--- config.mk ---
export PLATFORM = sky130hd
export DESIGN_NAME = aes_round_ctrl
export DESIGN_NICKNAME = d
export VERILOG_FILES = /design/src/rtl/aes_ctrl_pkg.sv /design/src/rtl/aes_round_counter.sv /design/src/rtl/aes_round_ctrl.sv
export SDC_FILE = /design/constraint.sdc
export NUM_CORES = 1
export LEC_CHECK = 0
export CORE_MARGIN = 1
export CORE_UTILIZATION = 25
export DETAILED_ROUTE_END_ITERATION = 12
export PLACE_DENSITY = 0.42
export SETUP_SLACK_MARGIN = 0.4
export SLEW_MARGIN = 20
export SYNTH_ARGS = -nofsm -noshare
export SYNTH_HDL_FRONTEND = slang
export SYNTH_SLANG_ARGS = --single-unit
--- constraint.sdc ---
create_clock -name clk -period 2.7 [get_ports clk]
set_input_delay 0.81 -clock clk [delete_from_list [all_inputs] [get_ports clk]]
set_output_delay 0.81 -clock clk [all_outputs]
set_load 0.005 [all_outputs]
--- src/rtl/aes_ctrl_pkg.sv ---
// Shared types and constants for the iterative AES round sequencer.
package aes_ctrl_pkg;

    localparam int unsigned NR_AES128 = 10;
    localparam int unsigned NR_AES192 = 12;
    localparam int unsigned NR_AES256 = 14;
    localparam int unsigned STEP_N    = 4;

    // ST_NEXT is never occupied; its decision is folded into the WAIT exit.
    typedef enum logic [2:0] {
        ST_IDLE = 3'd0,
        ST_ARM  = 3'd1,
        ST_WAIT = 3'd2,
        ST_NEXT = 3'd3,
        ST_FIN  = 3'd4
    } state_t;

    typedef enum logic [1:0] {
        STEP_SB  = 2'd0,
        STEP_SR  = 2'd1,
        STEP_MC  = 2'd2,
        STEP_ARK = 2'd3
    } step_t;

    // Enable vector bit order: {ark, mc, sr, sb}.
    function automatic logic [STEP_N-1:0] step_onehot(input step_t s);
        return STEP_N'(1) << s;
    endfunction

endpackage

--- src/rtl/aes_round_counter.sv ---
// Round counter with clear/increment, first/last flags and the round-key index
// mapping (encrypt: key = round, decrypt: key = NR - round).
module aes_round_counter
    import aes_ctrl_pkg::*;
#(
    parameter int unsigned NR = 10,
    parameter int unsigned RW = 4
) (
    input  logic          clk,
    input  logic          rst,
    input  logic          i_clr,
    input  logic          i_inc,
    input  logic          i_dec,
    output logic [RW-1:0] o_round_idx,
    output logic [RW-1:0] o_key_idx,
    output logic          o_first_c,
    output logic          o_last_c
);

    if (!(NR == NR_AES128 || NR == NR_AES192 || NR == NR_AES256)) begin : g_bad_nr
        $error("aes_round_counter: NR must be 10, 12 or 14");
    end
    if (NR >= (2 ** RW)) begin : g_bad_rw
        $error("aes_round_counter: RW too narrow for NR");
    end

    logic [RW-1:0] r_round;
    logic [RW-1:0] r_key;
    logic [RW-1:0] w_round_nxt;

    // Saturates at NR so the key index can never wrap.
    always_comb begin
        w_round_nxt = r_round;
        if (i_clr) begin
            w_round_nxt = '0;
        end else if (i_inc && (r_round != RW'(NR))) begin
            w_round_nxt = r_round + RW'(1);
        end
    end

    always_ff @(posedge clk or posedge rst) begin
        if (rst) begin
            r_round <= '0;
            r_key   <= '0;
        end else begin
            r_round <= w_round_nxt;
            r_key   <= i_dec ? (RW'(NR) - w_round_nxt) : w_round_nxt;
        end
    end

    assign o_round_idx = r_round;
    assign o_key_idx   = r_key;
    assign o_first_c   = (r_round == '0);
    assign o_last_c    = (r_round == RW'(NR));

endmodule

--- src/rtl/aes_round_ctrl.sv ---
// Step sequencer for the iterative AES datapath: issues SB/SR/MC/ARK enables
// (forward or inverse order), tracks the round and drives the key index.
module aes_round_ctrl
    import aes_ctrl_pkg::*;
#(
    parameter int unsigned NR = 10,
    parameter int unsigned RW = 4
) (
    input  logic          clk,
    input  logic          rst,
    input  logic          i_start,
    input  logic          i_decrypt,
    input  logic          i_sb_done,
    input  logic          i_sr_done,
    input  logic          i_mc_done,
    input  logic          i_ark_done,
    output logic          o_sb_en,
    output logic          o_sr_en,
    output logic          o_mc_en,
    output logic          o_ark_en,
    output logic          o_inv,
    output logic          o_in_sel,
    output logic [RW-1:0] o_key_idx,
    output logic [RW-1:0] o_round_idx,
    output logic          o_busy,
    output logic          o_done
);

    state_t              r_state;
    state_t              w_state_nxt;
    step_t               r_step;
    step_t               w_step_nxt;
    logic                r_inv;
    logic                w_inv_nxt;
    logic                r_in_sel;
    logic                w_in_sel_nxt;
    logic [STEP_N-1:0]   r_en;
    logic [STEP_N-1:0]   w_en_nxt;
    logic                r_busy;
    logic                w_busy_nxt;
    logic                r_done;
    logic                w_done_nxt;
    logic                w_clr;
    logic                w_inc;
    logic                w_sel_done;
    logic                w_first_c;
    logic                w_last_c;

    aes_round_counter #(
        .NR (NR),
        .RW (RW)
    ) u_round_counter (
        .clk         (clk),
        .rst         (rst),
        .i_clr       (w_clr),
        .i_inc       (w_inc),
        .i_dec       (w_inv_nxt),
        .o_round_idx (o_round_idx),
        .o_key_idx   (o_key_idx),
        .o_first_c   (w_first_c),
        .o_last_c    (w_last_c)
    );

    always_comb begin
        w_sel_done = 1'b0;
        case (r_step)
            STEP_SB:  w_sel_done = i_sb_done;
            STEP_SR:  w_sel_done = i_sr_done;
            STEP_MC:  w_sel_done = i_mc_done;
            STEP_ARK: w_sel_done = i_ark_done;
            default:  w_sel_done = 1'b0;
        endcase
    end

    // Next state, next step and the values of every registered output.
    always_comb begin
        w_state_nxt  = r_state;
        w_step_nxt   = r_step;
        w_inv_nxt    = r_inv;
        w_in_sel_nxt = r_in_sel;
        w_clr        = 1'b0;
        w_inc        = 1'b0;

        case (r_state)
            ST_IDLE: begin
                if (i_start) begin
                    w_state_nxt  = ST_ARM;
                    w_step_nxt   = STEP_ARK;
                    w_inv_nxt    = i_decrypt;
                    w_in_sel_nxt = 1'b1;
                    w_clr        = 1'b1;
                end
            end
            // Done is ignored here so a stale done cannot complete the step.
            ST_ARM: begin
                w_state_nxt = ST_WAIT;
            end
            ST_WAIT: begin
                if (w_sel_done) begin
                    w_state_nxt  = ST_ARM;
                    w_in_sel_nxt = 1'b0;
                    case (r_step)
                        STEP_ARK: begin
                            if (w_last_c) begin
                                w_state_nxt = ST_FIN;
                            end else begin
                                w_inc      = 1'b1;
                                w_step_nxt = !r_inv ? STEP_SB :
                                             (w_first_c ? STEP_SR : STEP_MC);
                            end
                        end
                        STEP_SB: w_step_nxt = r_inv ? STEP_ARK : STEP_SR;
                        STEP_SR: w_step_nxt = r_inv ? STEP_SB :
                                              (w_last_c ? STEP_ARK : STEP_MC);
                        STEP_MC: w_step_nxt = r_inv ? STEP_SR : STEP_ARK;
                        default: w_step_nxt = STEP_ARK;
                    endcase
                end
            end
            ST_FIN: begin
                w_state_nxt = ST_IDLE;
            end
            default: begin
                w_state_nxt = ST_IDLE;
            end
        endcase

        w_busy_nxt = (w_state_nxt == ST_ARM) || (w_state_nxt == ST_WAIT);
        w_done_nxt = (w_state_nxt == ST_FIN);
        w_en_nxt   = w_busy_nxt ? step_onehot(w_step_nxt) : '0;
    end

    always_ff @(posedge clk or posedge rst) begin
        if (rst) begin
            r_state  <= ST_IDLE;
            r_step   <= STEP_SB;
            r_inv    <= 1'b0;
            r_in_sel <= 1'b0;
            r_en     <= '0;
            r_busy   <= 1'b0;
            r_done   <= 1'b0;
        end else begin
            r_state  <= w_state_nxt;
            r_step   <= w_step_nxt;
            r_inv    <= w_inv_nxt;
            r_in_sel <= w_in_sel_nxt;
            r_en     <= w_en_nxt;
            r_busy   <= w_busy_nxt;
            r_done   <= w_done_nxt;
        end
    end

    assign o_sb_en  = r_en[STEP_SB];
    assign o_sr_en  = r_en[STEP_SR];
    assign o_mc_en  = r_en[STEP_MC];
    assign o_ark_en = r_en[STEP_ARK];
    assign o_inv    = r_inv;
    assign o_in_sel = r_in_sel;
    assign o_busy   = r_busy;
    assign o_done   = r_done;

endmodule

==> flow_summary.yaml <==
finish:
  n_fill_cell: 456
  multi_input_area_sq_um: 598
  final_util_pct: 34.4
  area_growth_pct: 31.2
  register_area_sq_um: 502
  drive_above_1_share_pct: 14.2
  final_area_sq_um: 1510
  final_nets: 155
  num_antenna_cells: 0
place:
  gp_congestion: 0.757
  io_buffers: 23
  place_area_sq_um: 1450
  hpwl_um: 1920
synth:
  ys_types: 38
  yosys.area.top_type_share_pct: 43.6
  synth_nets: 127
  synth_top_area_cell: "dfrtp_1"
  synth_seq_cells: 20
  syn_avg_cell_area_sq_um: 9.99
  yosys_warnings: 0
  synth_area_leaders: "dfrtp_1, nor2_1, ha_1"
  syn_area_sq_um: 1150
  seq_area_frac_synth_pct: 43.6
  syn_inst: 115
hold_path:
  worstHoldPathCells: 2
  hp-class: "reg2reg"
  hold_start: "o_in_sel"
setup_path:
  endpoint_kind: "flip-flop"
  path_max_fanout: 4
  worstSetupStartpoint: "i_sr_done"
  required_ns: 2.88
  path_class: "in2reg"
  critPathArrivalTime_ns: 2.40
  critPathSlowestCell: "mux4_2"
  timing.rr.start: "u_round_counter.o_round_idx[0]"
  max_stage_delay_ns: 0.54
  ff2ff_path_depth: 10
  cp-start-kind: "input pin"
  crit_chain: "clkdlybuf4s50_1 -> mux4_2 -> nand4b_1 -> nand4_1 -> nand2b_1 -> nor2_1"
die:
  coreArea_sq_um: 4380
  num_io_pins: 24
  start_util_pct: 26.2
  die_w_um: 69.8
  die_h_um: 69.8
  die_area_sq_um: 4870
  num_rows: 24
routing:
  drc: 0
  drtAntennaViolNets: 0
  vias: 896
  viasPerCell: 4.64
  drtPass1Iterations: 2
  drt_wl_total_um: 2510
  drt_first_iter_violations: 67
  wl_per_cell_um: 13.0
sta:
  rsz0062_at_grt: "no"
  fin_crit_ns: 2.21
  maxSlewViolCount: 0
  min_period_over_period_pct: 81.9
  setup_viol: 0
  slew_headroom_pct: 75.8
  hold_viol_final: 0
  skew_ns: 0.00148
  worstMarginPinSlew_ns: 0.364
  fin_tns_setup_ns: 0
  fmax_ghz: 0.452
clock_tree:
  clk_latency_ns: 0.25
  clkTransAtPathRegs_ns: 0.07
  cts_tree: "built"
  clock_sinks: 20
  ctsRootBufferMaster: "clkbuf_8"
  htree_levels: 1
  cts_hold_buf: 0
  cts_max_path_buffers: 2
  cts_inserted_buffers: 3
grt:
  grt_pass1_wl_um: 4300
  grt.total_usage_pct: 11.1
  antenna_found_initial: 0
  grt_pass1_vias: 928
  grt_overflow: 0
  grt_max_degree: 21
power_and_ir_drop:
  peakVddDrop_mv: 0.282
  p_per_area_nw_per_um2: 876
  p_leak_nw: 0.679
run_status:
  status: "complete, no violations"
run:
  cap_violations: 0
[layout make-up]
cell class                      count  share of cell area, %
Clock buffer                        3                   2.74
Inverter                            8                   1.99
Multi-Input combinational cell     81                   39.7
Sequential cell                    20                   33.3
Tap cell                           52                   4.32
Timing Repair Buffer               29                   17.9
[critical path: cells and delay by family]
kind | cells | cell delay (ns)
multiplexers | 1 | 0.54
buffers and inverters | 1 | 0.46
AND/OR/NAND/NOR | 4 | 0.58
[per-stage QoR]
step / instances / total power, W / hold WS, ns / setup slack, ns
finish: 193 / 0.00132 / 0.505 / 0.489
global route: 193 / 0.00144 / 0.547 / 0.422
CTS: 193 / 0.00132 / 0.516 / 0.448
detailed placement: 190 / 0.00112 / 0.499 / -0.0173
global placement: 190 / 0.00113 / 0.461 / -0.00399
floorplan: 115 / 0.000867 / 0.470 / 0.676
[cells in the mapped netlist, drive strengths merged]
| cell | count |
|---|---|
| a21oi | 3 |
| a221o | 2 |
| a2bb2oi | 1 |
| a31oi | 1 |
| a32o | 1 |
| a41o | 2 |
| and2 | 3 |
| and3b | 1 |
| buf | 4 |
| clkbuf | 2 |
| dfrtp | 20 |
| ha | 4 |
| inv | 8 |
| mux2 | 1 |
| mux2i | 5 |
| mux4 | 1 |
| nand2 | 11 |
| nand2b | 3 |
| nand3 | 2 |
| nand3b | 1 |
| nand4 | 1 |
| nand4b | 2 |
| nor2 | 16 |
| nor2b | 3 |
| nor3 | 1 |
| nor4b | 2 |
| o21ai | 4 |
| o32ai | 2 |
| or2 | 1 |
| or3 | 1 |
| or3b | 1 |
| or4b | 1 |
| xnor2 | 2 |
| xor2 | 2 |
[power by group]
group / total [W] / internal [W] / switching (W) / leakage (nW)
clock network: 0.000188 / 0.0000990 / 0.0000889 / 0.0216
registers: 0.000504 / 0.000392 / 0.000111 / 0.253
logic: 0.000628 / 0.000359 / 0.000269 / 0.405
[routing by layer]
metal	up-vias	wire length, um	GRT usage (%)
li1	448	-	-
met1	425	1220	15.6
met2	21	1150	17.3
met3	2	120	2.18
met4	0	19	3.33
met5	-	0	0
[path summary, 6_finish.rpt]
kind                       slack, ns                        endpoint
max                             0.49                         r_en[2]
max reg2reg                     0.66    u_round_counter.o_key_idx[2]
min reg2reg                     0.51                        o_in_sel
min                             0.51                        o_in_sel
max in group asynchronous       1.60  u_round_counter.o_round_idx[0]
min in group asynchronous       0.88    u_round_counter.o_key_idx[2]
[cells by family after synthesis]
group,after synthesis,synth area share [%]
mux,7,7.30
buf+inv,14,5.66
simple gates,50,24.2
compound gates,16,11.9
flops,20,43.6
fa+ha+maj,4,4.36
xor+xnor,4,3.05
[flip-flops by register name, indices dropped and copies added, names as in the netlist]
signal / count
o_busy: 1
o_done: 1
o_in_sel: 1
o_inv: 1
r_step: 2
u_round_counter.o_key_idx: 3
u_round_counter.o_round_idx: 4
r_state: 3
r_en: 4
[what timing repair did]
item | 4_1_cts | 5_1_grt
pin swaps | 1 | 1
endpoints found under the setup margin | 3 | 3
gates resized for setup | 1 | 6
buffers inserted | 0 | 0
hold endpoints to repair | 0 | 0
[placed cells by master (no fill, tap or decap), types with 2 or more instances in the layout]
cell,instances
a21oi_1,3
a221o_1,2
a41o_1,2
and2_1,2
buf_4,6
clkbuf_8,3
clkdlybuf4s50_1,22
dfrtp_1,19
ha_1,4
inv_1,7
mux2i_1,5
nand2_1,11
nand2b_1,3
nand3_1,2
nand4b_1,2
nor2_1,16
nor2b_1,3
o21ai_0,4
xnor2_1,2
xor2_1,2
Power figures use the tool's default switching activity.
